===== src/rtl/uart_tx_if.sv =====
// Byte handshake between the bus-side producer and the UART transmitter.
interface uart_tx_if;
  logic [7:0] data;
  logic       valid;
  logic       ready;

  modport master (output data, output valid, input ready);
  modport slave  (input data, input valid, output ready);
endinterface


===== src/rtl/uart_tx.sv =====
// Oversampled UART transmitter: start, 8 data bits MSB-first, stop.
// Build option: UART_TX_STOP2_EN adds a second stop bit (STOP2 state).
module uart_tx #(
  parameter int Oversample = 16
) (
  input  logic      clk,
  input  logic      nReset,
  uart_tx_if.slave  bus,
  output logic      out_o,
  output logic      busy_o,
  output logic      done_o
);
  localparam int CW = $clog2(Oversample);
  localparam logic [CW-1:0] RELOAD = CW'(Oversample - 1);
  localparam logic [CW-1:0] ONE    = CW'(1);

`ifdef UART_TX_STOP2_EN
  typedef enum logic [2:0] {IDLE, START, DATA, STOP, STOP2} state_t;
`else
  typedef enum logic [1:0] {IDLE, START, DATA, STOP} state_t;
`endif

  state_t        state_q, state_d;
  logic [CW-1:0] cnt_q, cnt_d;
  logic [2:0]    bit_q, bit_d;
  logic [7:0]    sbuf_q, sbuf_d;
  logic          out_q, out_d;
  logic          done_q, done_d;

  always_ff @(posedge clk or negedge nReset) begin
    if (!nReset) begin
      state_q <= IDLE;
      cnt_q   <= RELOAD;
      bit_q   <= '0;
      sbuf_q  <= '0;
      out_q   <= 1'b1;
      done_q  <= 1'b0;
    end else begin
      state_q <= state_d;
      cnt_q   <= cnt_d;
      bit_q   <= bit_d;
      sbuf_q  <= sbuf_d;
      out_q   <= out_d;
      done_q  <= done_d;
    end
  end

  always_comb begin
    state_d = state_q;
    cnt_d   = cnt_q - ONE;
    bit_d   = bit_q;
    sbuf_d  = sbuf_q;
    out_d   = out_q;
    done_d  = 1'b0;
    case (state_q)
      IDLE: begin
        out_d = 1'b1;
        cnt_d = RELOAD;
        if (bus.valid) begin
          sbuf_d  = bus.data;
          bit_d   = '0;
          out_d   = 1'b0;
          state_d = START;
        end
      end
      START: begin
        if (cnt_q == '0) begin
          cnt_d   = RELOAD;
          out_d   = sbuf_q[7];
          sbuf_d  = {sbuf_q[6:0], 1'b0};
          state_d = DATA;
        end
      end
      DATA: begin
        if (cnt_q == '0) begin
          cnt_d = RELOAD;
          if (bit_q == 3'd7) begin
            out_d   = 1'b1;
            state_d = STOP;
          end else begin
            bit_d  = bit_q + 3'd1;
            out_d  = sbuf_q[7];
            sbuf_d = {sbuf_q[6:0], 1'b0};
          end
        end
      end
      STOP: begin
        if (cnt_q == '0) begin
          cnt_d = RELOAD;
`ifdef UART_TX_STOP2_EN
          state_d = STOP2;
`else
          state_d = IDLE;
          done_d  = 1'b1;
`endif
        end
      end
`ifdef UART_TX_STOP2_EN
      STOP2: begin
        if (cnt_q == '0) begin
          cnt_d   = RELOAD;
          state_d = IDLE;
          done_d  = 1'b1;
        end
      end
`endif
      default: begin
        state_d = IDLE;
        cnt_d   = RELOAD;
        out_d   = 1'b1;
      end
    endcase
  end

  assign bus.ready = (state_q == IDLE);
  assign busy_o    = (state_q != IDLE);
  assign out_o     = out_q;
  assign done_o    = done_q;
endmodule


===== src/flat_wrapper.sv =====
// flat-port wrapper written by rule: the top's interface ports become plain ports
module uart_tx_flat 
#(
  parameter int Oversample = 16
)
  (clk, nReset, out_o, busy_o, done_o, bus_data, bus_valid, bus_ready);
  uart_tx_if bus_i ();
  input  logic clk;
  input  logic nReset;
  output logic out_o;
  output logic busy_o;
  output logic done_o;
  input wire logic [$bits(bus_i.data)-1:0] bus_data;
  input wire logic [$bits(bus_i.valid)-1:0] bus_valid;
  output wire logic [$bits(bus_i.ready)-1:0] bus_ready;
  assign bus_i.data = bus_data;
  assign bus_i.valid = bus_valid;
  assign bus_ready = bus_i.ready;
  uart_tx #(.Oversample(Oversample)) u_core (.clk(clk), .nReset(nReset), .bus(bus_i), .out_o(out_o), .busy_o(busy_o), .done_o(done_o));
endmodule

===== config.mk =====
export PLATFORM = sky130hd
export DESIGN_NAME = uart_tx_flat
export DESIGN_NICKNAME = d
export VERILOG_FILES = /design/src/rtl/uart_tx_if.sv /design/src/rtl/uart_tx.sv /design/src/flat_wrapper.sv
export SDC_FILE = /design/constraint.sdc
export NUM_CORES = 1
export LEC_CHECK = 0
export BUFFER_PORTS_ARGS = -buffer_cell sky130_fd_sc_hd__buf_4
export CORE_MARGIN = 2
export CORE_UTILIZATION = 39
export CTS_CLUSTER_DIAMETER = 100
export DETAILED_ROUTE_END_ITERATION = 10
export PLACE_DENSITY = 0.64
export SLEW_MARGIN = 20
export SYNTH_ARGS = -nofsm -noshare
export SYNTH_HDL_FRONTEND = slang
export SYNTH_SLANG_ARGS = --single-unit

===== constraint.sdc =====
create_clock -name clk -period 2.6 [get_ports clk]
set_input_delay 0.13 -clock clk [delete_from_list [all_inputs] [get_ports clk]]
set_output_delay 0.13 -clock clk [all_outputs]
set_load 0.1 [all_outputs]

# Yosys cells after proc, flatten, opt, wreduce, memory -nomap -nowiden
# Index checks and enable logic that the tools add are counted.
[op_classes]
n_reduce_logical = 10
eq_ne = 10
muxes = 24
add_sub_neg = 2
[op_table]
columns = ["cell", "n"]
rows = [
  ["8-bit two-way mux", 4],
  ["8-bit case mux with 3 select lines", 1],
  ["2-bit two-way mux", 5],
  ["5-bit AND reduction", 2],
  ["3-bit two-way mux", 3],
  ["2-bit by 1-bit != test with 1-bit output, second input constant", 4],
  ["2-bit case mux with 4 select lines", 1],
  ["4-bit case mux with 2 select lines", 1],
  ["1-bit two-way mux", 6],
  ["3-bit case mux with 2 select lines", 1],
  ["2-bit equality test, second input constant", 2],
  ["4-bit logical NOT", 1],
  ["4-bit two-way mux", 1],
  ["2-bit != test, second input constant", 2],
  ["4-bit AND reduction", 1],
  ["2-bit nonzero test", 2],
  ["4-bit by 1-bit subtractor with 4-bit output, second input constant", 1],
  ["3-bit by 1-bit adder with 3-bit output, second input constant", 1],
  ["3-bit equality test, second input constant", 1],
  ["1-bit case mux with 3 select lines", 1],
  ["3-bit AND reduction", 1],
  ["3-bit nonzero test", 1],
  ["3-bit OR reduction", 1],
  ["2-bit by 1-bit equality test with 1-bit output, second input constant", 1],
  ["2-bit logical NOT", 1],
]
[word_totals]
ff_bits = 19
inputBits = 11

# Logic depth before layout (Yosys ltp)
[depth]
depth_word = 4
mapped_depth = 6
depth_no_buf = 5

# Least setup slack after synthesis
# Ideal clock, no wire load.
[synth_path]
path_kind = "flip-flop to flip-flop"
from = "register u_core.state_q[0]"
to = "register u_core.state_q[1]"
arrival_ns = 2.330
setup_slack_ns = 0.145
synth_period_minus_slack_ns = 2.455
path_stages_with_launch = 6
setup_time_ns = 0.125
cell_sequence = "dfrtp_1 -> inv_1 -> ha_1 -> nor2b_1 -> a221o_2 -> mux2_2"
[synth_between]
elab_chain_len = 3
elab_cells_between_ends = 11
[synth_rtl]
columns = ["item", "line", "rtl"]
rows = [
  ["start, declared", "uart_tx.sv:23", "state_t state_q, state_d;"],
  ["start signal, assigned", "uart_tx.sv:39", "state_q <= state_d;"],
  ["2-bit logical NOT (*)", "--", ""],
  ["named net bus_ready", "flat_wrapper.sv:15", "output wire logic [$bits(bus_i.ready)-1:0] bus_ready;"],
  ["2-bit != test (no source line)", "--", ""],
  ["5-bit AND reduction (no source line)", "--", ""],
]
# The timed path passes the listed nets; every way through them passes the cells marked *.
# A chain may end at the register's enable or synchronous reset.

# Worst setup path in the final report
[layout_path]
from = "register u_core.state_q[0]"
to = "register u_core.sbuf_q[4]"
[layout_between]
elab_chain_len = 3
elab_cells_between_ends = 10
[layout_rtl]
columns = ["item", "line", "rtl"]
rows = [
  ["2-bit equality test, or another cell as far along", "uart_tx.sv:55", "case (state_q)"],
  ["2-bit != test (no source line), or another cell as far along", "--", ""],
  ["5-bit AND reduction (no source line)", "--", ""],
  ["end signal, assigned", "uart_tx.sv:42", "sbuf_q <= sbuf_d;"],
  ["end, declared", "uart_tx.sv:26", "logic [7:0] sbuf_q, sbuf_d;"],
]
# Parallel ways exist; a longest one is shown, timed or not.

==> qor.yml <==
synth_simple_gate_area_share_pct: 9.696
synth_xor_area_share_pct: 0.7892
initial_core_util_pct: 40.59
path_max_fanout: 10
synth_top_flop_cell: "dfrtp_1"
status: "finished, final reports clean"
cp.arrival_ns: 2.37
core_um2: 2734
final_area_um2: 1281
cts.clk_slew.worst_paths_ns: 0.11
cts.sinks: 19
synth_common_cells: "mux2_2, dfrtp_1, inv_1"
dieWidth_um: 57.35
p_sw_share_pct: 22.07
slowest_delay_ns: 0.39
power.density_nw_per_um2: 377.4
synth_area_leaders: "dfrtp_1, mux2_2, dfstp_2"
cts_root_buffer: "clkbuf_4"
drc_errors: 0
max_slew_margin_pct: 63.97
cts_tree: "built"
path_cells: "inv_1 > ha_1 > or2_2 > a2111oi_4 > buf_4 > mux2_2"
async_flop_share_pct: 100.0
synth_area_per_cell_um2: 11.68
period_share_pct: 83.93
synth_compound_area_share_pct: 12.29
p_int_mw: 0.3768
slowest_stage: "dfrtp_1"
grt_pass1_wl_mm: 3.381
worst_pin_slew_ns: 0.5394
vias_per_cell: 5.133
wl_per_cell_um: 12.75
muxShareOfSynthArea_pct: 18.15
p_leak_nw: 0.5982
syn_inst: 95
finalWorstSetupSlack_ns: 0.4179
routed_wirelength_mm: 1.823
power_frac_comb_pct: 6.7
io_buffers: 14
area_growth_pct: 15.45
hpwlAfterDp_mm: 1.399
finClkSkew_ns: 0.005905
timing.final.crit_period_ns: 2.182
place_congestion: 0.7240
syn-num-nets: 115
finalSetupTns_ns: 0
gr-total-overflow: 0
pin_count: 15
synth.most_common_cell: "mux2_2"
first_pass_iters: 4
worstSkewPairLatency_ns: 0.30
synth_area_um2: 1110
place_area_um2: 1245
die_area_um2: 3288
cp-start-kind: "flop"
ys_ff_latch: 19
route.vias.total: 734
criticalPathCategory: "reg2reg"
cts_resized: 0
yosysWarnings: 0
chipHeight_um: 57.35
num_antenna_cells: 0
cts_made_buffers: 3
p_seq_share_pct: 62.5
yosysTopAreaCell: "dfrtp_1"
antenna_left: 0
synth_top_cell_area_share_pct: 31.57
grt_max_degree: 20
maxCapViolations: 0
report.final.setup_viol: 0
clkPwrFrac_pct: 30.8
drive_gt1_share_pct: 41.07
rsz0062_at_grt: "no"
layout.nets: 133
cp-end-kind: "flop"
first_iter_violations: 5
peakVddDrop_uv: 304.5
fin_total_pwr_mw: 0.4835
path_buf_inv: 2
fin_util_pct: 46.87
cp.required_ns: 2.79
hold_viol: 0
final_max_slew_viol_count: 0
switchingPower_mw: 0.1067
cts_setup_buffers: 0
synth_edf_count: 0
grt_pass1_vias: 745
antenna_found_initial: 0
htreeDepth: 1
dp_slack_ns: 0.4300
synth_fa_ha_area_share_pct: 10.15
hold_path.class: "in2reg"
grtUsageTotal_pct: 13.46
ys_seq_area_share_pct: 43.40
ys_types: 30
synth_top_family_by_area: "multiplexers"
clock.fmax_mhz: 458.3
cp_top_family: "flip-flops"
clockBufferDepth: 2
rows: 19
[cell usage in the layout, fill, tap and decap left out, types with 2 or more instances in the layout]
cell and n:
a21oi_1 2, a22o_1 3, buf_4 16, clkbuf_4 3, dfrtp_1 14, dfstp_2 5, ha_1 9, inv_1 10
mux2_2 17, nand2_1 4, nand2b_1 2, nor2_1 3, nor2b_1 3, o21bai_1 2, o41ai_1 2, or2_2 2
[through the flow]
stage | hold WS [ns] | cells
2_1_floorplan | -0.1656 | 95
3_3_place_gp | 0.01539 | 138
3_5_place_dp | 0.01783 | 138
4_1_cts | 0.1724 | 143
5_1_grt | 0.1747 | 143
6_report | 0.1793 | 143
[state kept, by name (all words and copies together) (netlist names)]
name,cells
u_core.cnt_q,4
u_core.sbuf_q,8
u_core.done_o,1
u_core.bit_q,3
u_core.state_q,2
u_core.out_o,1
[path summary, 6_finish.rpt]
check	endpoint	slack, ns	cells past startpoint	from
worst max register to register	u_core.sbuf_q[4]	0.42	6	u_core.state_q[0]
worst min register to register	u_core.cnt_q[0]	0.50	1	u_core.cnt_q[0]
worst max-delay path	u_core.sbuf_q[4]	0.42	6	u_core.state_q[0]
max in group asynchronous	u_core.cnt_q[3]	2.12	2	nReset
worst min-delay path	u_core.sbuf_q[0]	0.18	3	bus_data[0]
min in group asynchronous	u_core.state_q[0]	0.22	2	nReset
[cell type report]
type / instances / area (um^2)
fillers: 243 / 1453
multi-input cells: 62 / 566.8
flip-flops and latches: 19 / 481.7
repair buffers: 17 / 130.1
well taps: 31 / 38.79
inverters: 10 / 37.54
clock buffers: 4 / 26.28
[worst reg2reg max path, delay by kind of cell, from the launching register on]
family	cells	cell delay, ns
AOI/OAI and AO/OA	1	0.34
adders and majority gates	1	0.32
buffers and inverters	2	0.32
DFF	1	0.39
muxes	1	0.34
and+or+nand+nor	1	0.37
[logic make-up (layout without fill, tap and decap cells)]
kind of cell / count (synthesis) / in the layout
simple gates: 19 / 19
fa+ha+maj: 9 / 9
mux: 18 / 18
compound gates: 15 / 15
buf+inv: 14 / 31
xor+xnor: 1 / 1
flops: 19 / 19
[layer usage]
metal / GRT usage, % / part of all wire (%)
met5: 0 / 0
met4: 6.977 / 2.1
met3: 3.175 / 4.7
met2: 20.29 / 47
met1: 18.00 / 46
[what timing repair did]
| item | in CTS | in global routing |
|---|---|---|
| hold endpoints to repair | 19 | 0 |
| endpoints found under the setup margin | 0 | 0 |
| hold buffers | 1 | 0 |
[power groups by stage]
stage / logic (mW) / clock network, mW / registers, mW
final: 0.0323 / 0.149 / 0.302
after global routing: 0.0357 / 0.173 / 0.303
after CTS: 0.0334 / 0.156 / 0.303
after detailed placement: 0.0322 / 0 / 0.308
after global placement: 0.0318 / 0 / 0.308
after floorplan: 0.00664 / 0 / 0.313
No activity file was read; power rests on OpenSTA's default activity.
